File: config.mk
export PLATFORM = sky130hd
export DESIGN_NAME = nonce_uart_tx_flat
export DESIGN_NICKNAME = d
export VERILOG_FILES = /design/src/rtl/nonce_uart_tx_pkg.sv /design/src/rtl/nonce_uart_tx_if.sv /design/src/rtl/nonce_fifo.sv /design/src/rtl/nonce_uart_tx.sv /design/src/flat_wrapper.sv
export SDC_FILE = /design/constraint.sdc
export NUM_CORES = 1
export LEC_CHECK = 0
export ABC_AREA = 1
export CAP_MARGIN = 30
export CORE_MARGIN = 2
export CORE_UTILIZATION = 44
export DETAILED_ROUTE_END_ITERATION = 12
export SLEW_MARGIN = 25
export SYNTH_ARGS = -nofsm -noshare
export SYNTH_HDL_FRONTEND = slang
export SYNTH_SLANG_ARGS = --single-unit
export TNS_END_PERCENT = 20
File: constraint.sdc
create_clock -name hash_clk -period 4.2 [get_ports hash_clk]
set_input_delay 0.42 -clock hash_clk [delete_from_list [all_inputs] [get_ports hash_clk]]
set_output_delay 0.42 -clock hash_clk [all_outputs]
set_load 0.1 [all_outputs]
File: src/rtl/nonce_uart_tx_pkg.sv
// rtl/nonce_uart_tx_pkg.sv - shared types and constants for the golden-nonce UART transmitter
// Contents:
//   state_e      serializer FSM state encoding
//   SYNC_BYTE    byte sent ahead of each nonce when the sync option is built in
//   NONCE_BYTES  bytes per nonce
//   COUNT_W      width of the exported queue occupancy
package nonce_uart_tx_pkg;

    typedef enum logic [2:0] {
        ST_IDLE  = 3'd0,
        ST_LOAD  = 3'd1,
        ST_START = 3'd2,
        ST_DATA  = 3'd3,
        ST_STOP  = 3'd4,
        ST_NEXT  = 3'd5
    } state_e;

    localparam logic [7:0] SYNC_BYTE   = 8'hA5;
    localparam int         NONCE_BYTES = 4;
    localparam int         COUNT_W     = 5;

endpackage

File: src/rtl/nonce_uart_tx_if.sv
// rtl/nonce_uart_tx_if.sv - golden-nonce input bundle between hasher and transmitter
// Signals:
//   rx_new_nonce     one-cycle pulse marking a new golden nonce
//   rx_golden_nonce  32-bit nonce, valid with rx_new_nonce
// Modports: master (hasher side, drives), slave (transmitter side, receives)
interface nonce_uart_tx_if;

    logic        rx_new_nonce;
    logic [31:0] rx_golden_nonce;

    modport master (output rx_new_nonce, output rx_golden_nonce);
    modport slave  (input  rx_new_nonce, input  rx_golden_nonce);

endinterface

File: src/rtl/nonce_fifo.sv
// rtl/nonce_fifo.sv - synchronous queue with occupancy output
// Ports:
//   clk, reset              clock, synchronous active-high reset
//   push_i, push_data_i     write request and data (ignored when full unless popping)
//   pop_i, pop_data_o       read request and head-of-queue data (head is combinational)
//   count_o, full_o, empty_o occupancy and flags
module nonce_fifo #(
    parameter  int WIDTH = 32,
    parameter  int DEPTH = 4,
    localparam int PTR_W = (DEPTH > 1) ? $clog2(DEPTH) : 1,
    localparam int CNT_W = $clog2(DEPTH + 1)
) (
    input  logic             clk,
    input  logic             reset,
    input  logic             push_i,
    input  logic [WIDTH-1:0] push_data_i,
    input  logic             pop_i,
    output logic [WIDTH-1:0] pop_data_o,
    output logic [CNT_W-1:0] count_o,
    output logic             full_o,
    output logic             empty_o
);

    logic [WIDTH-1:0] mem_q [DEPTH];
    logic [PTR_W-1:0] wr_ptr_q, wr_ptr_d;
    logic [PTR_W-1:0] rd_ptr_q, rd_ptr_d;
    logic [CNT_W-1:0] count_q, count_d;
    logic             push_ok;
    logic             pop_ok;

    assign full_o     = (count_q == CNT_W'(DEPTH));
    assign empty_o    = (count_q == '0);
    assign count_o    = count_q;
    assign pop_data_o = mem_q[rd_ptr_q];

    // A push into a full queue still lands when the head leaves in the same cycle.
    assign pop_ok  = pop_i && !empty_o;
    assign push_ok = push_i && (!full_o || pop_ok);

    always_comb begin
        wr_ptr_d = wr_ptr_q;
        rd_ptr_d = rd_ptr_q;
        count_d  = count_q;
        if (push_ok) wr_ptr_d = wr_ptr_q + 1'b1;
        if (pop_ok)  rd_ptr_d = rd_ptr_q + 1'b1;
        case ({push_ok, pop_ok})
            2'b10:   count_d = count_q + 1'b1;
            2'b01:   count_d = count_q - 1'b1;
            default: count_d = count_q;
        endcase
    end

    always_ff @(posedge clk) begin
        if (reset) begin
            wr_ptr_q <= '0;
            rd_ptr_q <= '0;
            count_q  <= '0;
        end else begin
            wr_ptr_q <= wr_ptr_d;
            rd_ptr_q <= rd_ptr_d;
            count_q  <= count_d;
        end
    end

    // Storage needs no reset: entries are only read once the pointers say they were written.
    always_ff @(posedge clk) begin
        if (push_ok && !reset) mem_q[wr_ptr_q] <= push_data_i;
    end

endmodule

File: src/rtl/nonce_uart_tx.sv
// rtl/nonce_uart_tx.sv - queues golden nonces and sends each one MSB-byte-first as 8N1 UART frames
// Option macro: NONCE_TX_SYNC_EN - when defined, every frame starts with SYNC_BYTE (5 bytes per frame).
// Ports:
//   hash_clk       single clock, rising edge
//   reset          synchronous active-high reset
//   rx             nonce_uart_tx_if.slave: rx_new_nonce pulse + rx_golden_nonce
//   uart_tx        registered serial line, idle high
//   tx_busy        frame in flight or queue non-empty
//   tx_overflow    sticky, a nonce was dropped on a full queue
//   tx_fifo_count  queue occupancy
module nonce_uart_tx
    import nonce_uart_tx_pkg::*;
#(
    parameter int CLKS_PER_BIT = 868,
    parameter int FIFO_DEPTH   = 4
) (
    input  logic                hash_clk,
    input  logic                reset,
    nonce_uart_tx_if.slave      rx,
    output logic                uart_tx,
    output logic                tx_busy,
    output logic                tx_overflow,
    output logic [COUNT_W-1:0]  tx_fifo_count
);

    localparam int CNT_W  = $clog2(CLKS_PER_BIT);
    localparam int FCNT_W = $clog2(FIFO_DEPTH + 1);
`ifdef NONCE_TX_SYNC_EN
    localparam int FRAME_BYTES = NONCE_BYTES + 1;
`else
    localparam int FRAME_BYTES = NONCE_BYTES;
`endif
    localparam logic [CNT_W-1:0] BIT_LAST  = CNT_W'(CLKS_PER_BIT - 1);
    // The stop bit ends one cycle early in STOP; the NEXT cycle supplies its last
    // line-high cycle, so every byte is exactly ten bit periods with no gap.
    localparam logic [CNT_W-1:0] STOP_LAST = CNT_W'(CLKS_PER_BIT - 2);
    localparam logic [2:0]       LAST_BYTE = 3'(FRAME_BYTES - 1);

    state_e            state_q, state_d;
    logic [CNT_W-1:0]  bit_cnt_q, bit_cnt_d;
    logic [2:0]        bit_idx_q, bit_idx_d;
    logic [2:0]        byte_idx_q, byte_idx_d;
    logic [31:0]       word_q, word_d;
    logic [7:0]        shift_q, shift_d;
    logic              tx_q, tx_d;
    logic              ovf_q;

    logic              fifo_pop;
    logic [31:0]       fifo_head;
    logic [FCNT_W-1:0] fifo_count;
    logic              fifo_full;
    logic              fifo_empty;
    logic              bit_done;
    logic              stop_done;
    logic [7:0]        cur_byte;

    nonce_fifo #(
        .WIDTH (32),
        .DEPTH (FIFO_DEPTH)
    ) u_fifo (
        .clk         (hash_clk),
        .reset       (reset),
        .push_i      (rx.rx_new_nonce),
        .push_data_i (rx.rx_golden_nonce),
        .pop_i       (fifo_pop),
        .pop_data_o  (fifo_head),
        .count_o     (fifo_count),
        .full_o      (fifo_full),
        .empty_o     (fifo_empty)
    );

    assign bit_done  = (bit_cnt_q == BIT_LAST);
    assign stop_done = (bit_cnt_q == STOP_LAST);

`ifdef NONCE_TX_SYNC_EN
    assign cur_byte = (byte_idx_q == 3'd0) ? SYNC_BYTE : word_q[31:24];
`else
    assign cur_byte = word_q[31:24];
`endif

    // State register and datapath registers.
    always_ff @(posedge hash_clk) begin
        if (reset) begin
            state_q    <= ST_IDLE;
            bit_cnt_q  <= '0;
            bit_idx_q  <= '0;
            byte_idx_q <= '0;
            word_q     <= '0;
            shift_q    <= '0;
            tx_q       <= 1'b1;
            ovf_q      <= 1'b0;
        end else begin
            state_q    <= state_d;
            bit_cnt_q  <= bit_cnt_d;
            bit_idx_q  <= bit_idx_d;
            byte_idx_q <= byte_idx_d;
            word_q     <= word_d;
            shift_q    <= shift_d;
            tx_q       <= tx_d;
            if (rx.rx_new_nonce && fifo_full && !fifo_pop) ovf_q <= 1'b1;
        end
    end

    // Next-state logic.
    always_comb begin
        state_d = state_q;
        case (state_q)
            ST_IDLE:  if (!fifo_empty) state_d = ST_LOAD;
            ST_LOAD:  state_d = ST_START;
            ST_START: if (bit_done) state_d = ST_DATA;
            ST_DATA:  if (bit_done && bit_idx_q == 3'd7) state_d = ST_STOP;
            ST_STOP:  if (stop_done) state_d = ST_NEXT;
            ST_NEXT:  state_d = (byte_idx_q == LAST_BYTE) ? ST_IDLE : ST_START;
            default:  state_d = ST_IDLE;
        endcase
    end

    // Outputs; the line value is registered, so it trails the state by one cycle.
    always_comb begin
        fifo_pop = (state_q == ST_LOAD);
        tx_busy  = (state_q != ST_IDLE) || !fifo_empty;
        case (state_q)
            ST_START: tx_d = 1'b0;
            ST_DATA:  tx_d = shift_q[0];
            default:  tx_d = 1'b1;
        endcase
    end

    // Datapath next values.
    always_comb begin
        bit_cnt_d  = '0;
        bit_idx_d  = bit_idx_q;
        byte_idx_d = byte_idx_q;
        word_d     = word_q;
        shift_d    = shift_q;
        if (state_d == state_q &&
            (state_q == ST_START || state_q == ST_DATA || state_q == ST_STOP)) begin
            bit_cnt_d = bit_done ? '0 : bit_cnt_q + 1'b1;
        end
        case (state_q)
            ST_LOAD: begin
                word_d     = fifo_head;
                byte_idx_d = '0;
            end
            ST_START: begin
                shift_d   = cur_byte;
                bit_idx_d = '0;
            end
            ST_DATA: begin
                if (bit_done) begin
                    shift_d   = {1'b0, shift_q[7:1]};
                    bit_idx_d = bit_idx_q + 1'b1;
                end
            end
            ST_NEXT: begin
                byte_idx_d = byte_idx_q + 1'b1;
`ifdef NONCE_TX_SYNC_EN
                if (byte_idx_q != 3'd0) word_d = {word_q[23:0], 8'h00};
`else
                word_d = {word_q[23:0], 8'h00};
`endif
            end
            default: ;
        endcase
    end

    assign uart_tx       = tx_q;
    assign tx_overflow   = ovf_q;
    assign tx_fifo_count = COUNT_W'(fifo_count);

endmodule

File: src/flat_wrapper.sv
// flat-port wrapper written by rule: the top's interface ports become plain ports
module nonce_uart_tx_flat import nonce_uart_tx_pkg::*;
#(
    parameter int CLKS_PER_BIT = 868,
    parameter int FIFO_DEPTH   = 4
)
  (hash_clk, reset, uart_tx, tx_busy, tx_overflow, tx_fifo_count, rx_rx_new_nonce, rx_rx_golden_nonce);
  nonce_uart_tx_if rx_i ();
  input  logic hash_clk;
  input  logic reset;
  output logic uart_tx;
  output logic tx_busy;
  output logic tx_overflow;
  output logic [COUNT_W-1:0] tx_fifo_count;
  input wire logic [$bits(rx_i.rx_new_nonce)-1:0] rx_rx_new_nonce;
  input wire logic [$bits(rx_i.rx_golden_nonce)-1:0] rx_rx_golden_nonce;
  assign rx_i.rx_new_nonce = rx_rx_new_nonce;
  assign rx_i.rx_golden_nonce = rx_rx_golden_nonce;
  nonce_uart_tx #(.CLKS_PER_BIT(CLKS_PER_BIT), .FIFO_DEPTH(FIFO_DEPTH)) u_core (.hash_clk(hash_clk), .reset(reset), .rx(rx_i), .uart_tx(uart_tx), .tx_busy(tx_busy), .tx_overflow(tx_overflow), .tx_fifo_count(tx_fifo_count));
endmodule
==> qor.log <==
INFO  critical_path  critPathLaunchType=flip-flop
INFO  pwr            vdd_ir_drop_max=0.550mV
INFO  clock_tree     post_cts.resized_instances=0
INFO  drt            drt_iter0_drc=385
INFO  pwr            clockPowerShare=35.8%
INFO  synth          post_synth_edffs=128
INFO  layout         layout.cells.most_common=sky130_fd_sc_hd__nand2_1
INFO  critical_path  critPathBufInv=1
INFO  floorplanning  die-width=138µm
INFO  clock_tree     cts_hold_buf=0
INFO  pwr            cellLeakagePower=3.21nW
INFO  floorplanning  die-area=19100µm²
INFO  critical_path  r2r_slack=1.92ns
INFO  place          dpl-instance-area=8510µm²
INFO  synth          synth.largest_area_cell=sky130_fd_sc_hd__edfxtp_1
INFO  timing         timing_worst_slew_pin_value=0.966ns
INFO  timing         finalMaxSlewViolations=0
INFO  critical_path  timing.setup.critical_path_class=flip-flop to output port
INFO  timing         rsz0062_at_grt=no
INFO  synth          post-synth-top-area-fraction=48.5%
INFO  timing         period_minus_slack=2.71ns
INFO  floorplanning  chipHeight=138µm
INFO  place          place.gp.congestion=0.760
INFO  synth          netlist-cell-type-count=37
INFO  critical_path  cp.arrival=2.29ns
INFO  clock_tree     cts_buffer_depth=2
INFO  layout         finalInstanceArea=9170µm²
INFO  floorplanning  core_area=17800µm²
INFO  hold_path      worst_hold_path_cells=2
INFO  grt            antenna_found_initial=0
INFO  drt            post-route-drc-count=0
INFO  clock_tree     numCtsBuffers=17
INFO  synth          yosysSeqAreaShare=66.2%
INFO  pwr            total_power=4.88mW
INFO  drt            vias_per_cell=5.11
INFO  pwr            pwr-share-seq=47.2%
INFO  clock_tree     clockRootBuffer=sky130_fd_sc_hd__clkbuf_16
INFO  critical_path  critical_path.endpoint_type=output port
INFO  clock_tree     tritoncts=built
INFO  grt            first_global_vias=5161
INFO  pwr            power.net_switching=1.40mW
INFO  layout         n_antenna_cell=0
INFO  synth          syn_inst=743
INFO  synth          yosys_warnings=0
INFO  timing         fin_worst_skew=0.0103ns
INFO  place          portBuffers=40
INFO  timing         totalNegativeSetupSlack=0ns
INFO  clock_tree     h-tree-depth=4
INFO  critical_path  reg2reg_depth=7
INFO  layout         finalNonFillerCells=1017
INFO  pwr            powerDensity=532nW/µm²
INFO  run_status     status=complete, no violations
INFO  clock_tree     post_cts_buffers=0
INFO  floorplanning  initial_core_util=44.4%
INFO  synth          async_set_reset_flop_share_out_of_synthesis=0%
INFO  place          post-dp-hpwl=9220µm
INFO  floorplanning  boundaryPins=43
INFO  layout         final_cell_mix=sky130_fd_sc_hd__nand2_1, sky130_fd_sc_hd__edfxtp_1, sky130_fd_sc_hd__nor2_1, sky130_fd_sc_hd__o21ai_0, sky130_fd_sc_hd__dfxtp_1
INFO  critical_path  r2r_end=u_core.u_fifo.mem_q[1][15]
INFO  synth          postSynthAreaPerCell=10.7µm²
INFO  grt            globalRouteMet3Util=4.26%
INFO  grt            grt_remaining_overflow=0
INFO  layout         layout-drive-gt1-share=8.50%
INFO  pwr            power.switching_fraction=28.7%
INFO  synth          post_synth_design_cell_area=7920µm²
INFO  drt            wire_per_inst=15.0µm
INFO  drt            detail-route-antenna-nets=0
INFO  critical_path  worst-path-max-fanout=7
INFO  grt            grt.busiest_layer=met2
INFO  critical_path  path_cells=nor3_1 > nand2_1 > clkdlybuf4s50_1
INFO  layout         final_net_count=821
INFO  pwr            internal-power=3.48mW
INFO  grt            grt_util_all_layers=16.6%
INFO  critical_path  crit_family=buffers and inverters
INFO  drt            vias=5201
INFO  clock_tree     clock-sinks=198
INFO  hold_path      launch_instance_of_the_worst_min_delay_path=u_core.byte_idx_q[1]
INFO  floorplanning  placement_rows=49
INFO  critical_path  r2r_start=u_core.state_q[0]
INFO  synth          synthFlopType=sky130_fd_sc_hd__edfxtp_1
INFO  clock_tree     clock_insertion_delay_worst_skew=0.43ns
INFO  place          post-place-cells=984
INFO  synth          synth_area_leaders=sky130_fd_sc_hd__edfxtp_1, sky130_fd_sc_hd__dfxtp_1, sky130_fd_sc_hd__nand2_1, sky130_fd_sc_hd__nor2_1, sky130_fd_sc_hd__o21ai_0
INFO  critical_path  crit_required=3.78ns
INFO  grt            global_route.usage.met2=28.6%
INFO  layout         fin_util=51.4%
INFO  timing         timing.final.crit_share=64.5%
INFO  timing         fmaxAchievable=0.369GHz
INFO  pwr            pwr-share-comb=17.0%
INFO  drt            drt-pass1-iter-count=5
INFO  hold_path      endpoint_with_the_worst_hold_slack=u_core.byte_idx_q[1]
INFO  drt            totalWireLength=15300µm
INFO  timing         hold_viol_final=0
INFO  clock_tree     clkTransAtPathRegs=0.07ns
INFO  grt            largest_net_degree_at_the_start_of_global_routing=66
INFO  critical_path  critical_path_cell_with_the_highest_stage_delay=sky130_fd_sc_hd__clkdlybuf4s50_1
INFO  critical_path  critical_path.max_stage_delay=1.12ns
INFO  grt            grt_pass1_wl=25600µm
INFO  job            cap_viol_max_count=0
INFO  grt            met1_usage=20.7%
INFO  hold_path      hold_class=flip-flop to flip-flop
INFO  synth          number_of_storage_elements_in_the_synthesis_netlist=198
INFO  layout         syn2layout_area_growth=15.7%
INFO  timing         slew_headroom=35.4%
INFO  timing         setup_violations=0
[tightest hold or removal path: stages, from the launching register on]
cell	delay, ns
sky130_fd_sc_hd__dfxtp_1	0.32
sky130_fd_sc_hd__nand2_1	0.06
sky130_fd_sc_hd__a21oi_1	0.05
[cells in the mapped netlist, types with 2 or more instances]
cell type                  number
sky130_fd_sc_hd__nand2_2        3
sky130_fd_sc_hd__nand2_4        2
sky130_fd_sc_hd__nor2_2         3
sky130_fd_sc_hd__a21oi_1       25
sky130_fd_sc_hd__nor2_1       125
sky130_fd_sc_hd__nand3_1        8
sky130_fd_sc_hd__buf_4          2
sky130_fd_sc_hd__dfxtp_1       70
sky130_fd_sc_hd__inv_2          5
sky130_fd_sc_hd__o21ai_1       11
sky130_fd_sc_hd__inv_1         27
sky130_fd_sc_hd__edfxtp_1     128
sky130_fd_sc_hd__o21ai_0       83
sky130_fd_sc_hd__o22ai_1        8
sky130_fd_sc_hd__xnor2_1        2
sky130_fd_sc_hd__nand2_1      141
sky130_fd_sc_hd__buf_2          9
sky130_fd_sc_hd__nor2_8         4
sky130_fd_sc_hd__a31oi_1       25
sky130_fd_sc_hd__clkbuf_1      21
sky130_fd_sc_hd__buf_6          2
sky130_fd_sc_hd__xor2_1         6
sky130_fd_sc_hd__a21oi_4        2
sky130_fd_sc_hd__mux2i_1        8
sky130_fd_sc_hd__ha_1          10
sky130_fd_sc_hd__nor3_1         2
[state kept, by name (all words and copies together) (netlist names), named ones only]
| register | flops |
|---|---|
| u_core.tx_overflow | 1 |
| u_core.bit_cnt_q | 10 |
| u_core.u_fifo.rd_ptr_q | 2 |
| u_core.u_fifo.wr_ptr_q | 2 |
| u_core.word_q | 32 |
| u_core.shift_q | 8 |
| u_core.u_fifo.mem_q | 128 |
| u_core.state_q | 3 |
| u_core.u_fifo.count_o | 3 |
| u_core.uart_tx | 1 |
| u_core.byte_idx_q | 3 |
| u_core.bit_idx_q | 3 |
[how the worst max path moves through the flow]
| stage | start | to | depth (start not counted) |
|---|---|---|---|
| final | u_core.state_q[0] | tx_busy | 3 |
| after global routing | u_core.state_q[1] | tx_busy | 3 |
| after CTS | u_core.state_q[1] | tx_busy | 3 |
| after detailed placement | reset | u_core.u_fifo.mem_q[3][15] | 6 |
| after global placement | reset | u_core.u_fifo.mem_q[0][18] | 6 |
| after floorplan | u_core.u_fifo.count_o[0] | u_core.u_fifo.mem_q[0][0] | 4 |
[metrics by stage]
stage | hold WS [ns] | worst slack (ns)
global route | 0.499 | 1.39
global placement | 0.440 | 1.52
finish | 0.470 | 1.49
detailed placement | 0.456 | 1.51
floorplan | 0.417 | 0.773
CTS | 0.466 | 1.47
[final cells by class]
cell class                      count  area (µm²)
Fill cell                        1545        8670
Sequential cell                   198        5250
Multi-Input combinational cell    476        2390
Timing Repair Buffer               48         473
Clock buffer                       17         425
Tap cell                          229         287
Clock inverter                     15         218
Inverter                           34         130
[layer usage]
layer	wire, µm	vias up
met5	0	-
met4	184	0
met3	519	15
met2	7740	89
met1	6840	2493
li1	-	2604
[cells by family after synthesis]
group                      Yosys count  share of synthesized area, %
DFF                                198                          66.2
muxes                                8                          1.01
adders and majority gates           11                          1.83
other                                1                        0.0473
buffers and inverters               70                          3.79
and+or+nand+nor                    291                          15.5
xor gates and xnor gates             8                         0.884
AOI/OAI and AO/OA                  156                          10.8
[power by group through the flow]
stage | combinational (mW) | clock [mW] | sequential, mW
global route | 0.934 | 1.86 | 2.32
floorplan | 0.565 | 0 | 2.39
finish | 0.831 | 1.75 | 2.30
detailed placement | 0.833 | 0 | 2.35
CTS | 0.836 | 1.79 | 2.30
global placement | 0.813 | 0 | 2.34
Note: power is estimated with default switching activity, not from simulation.
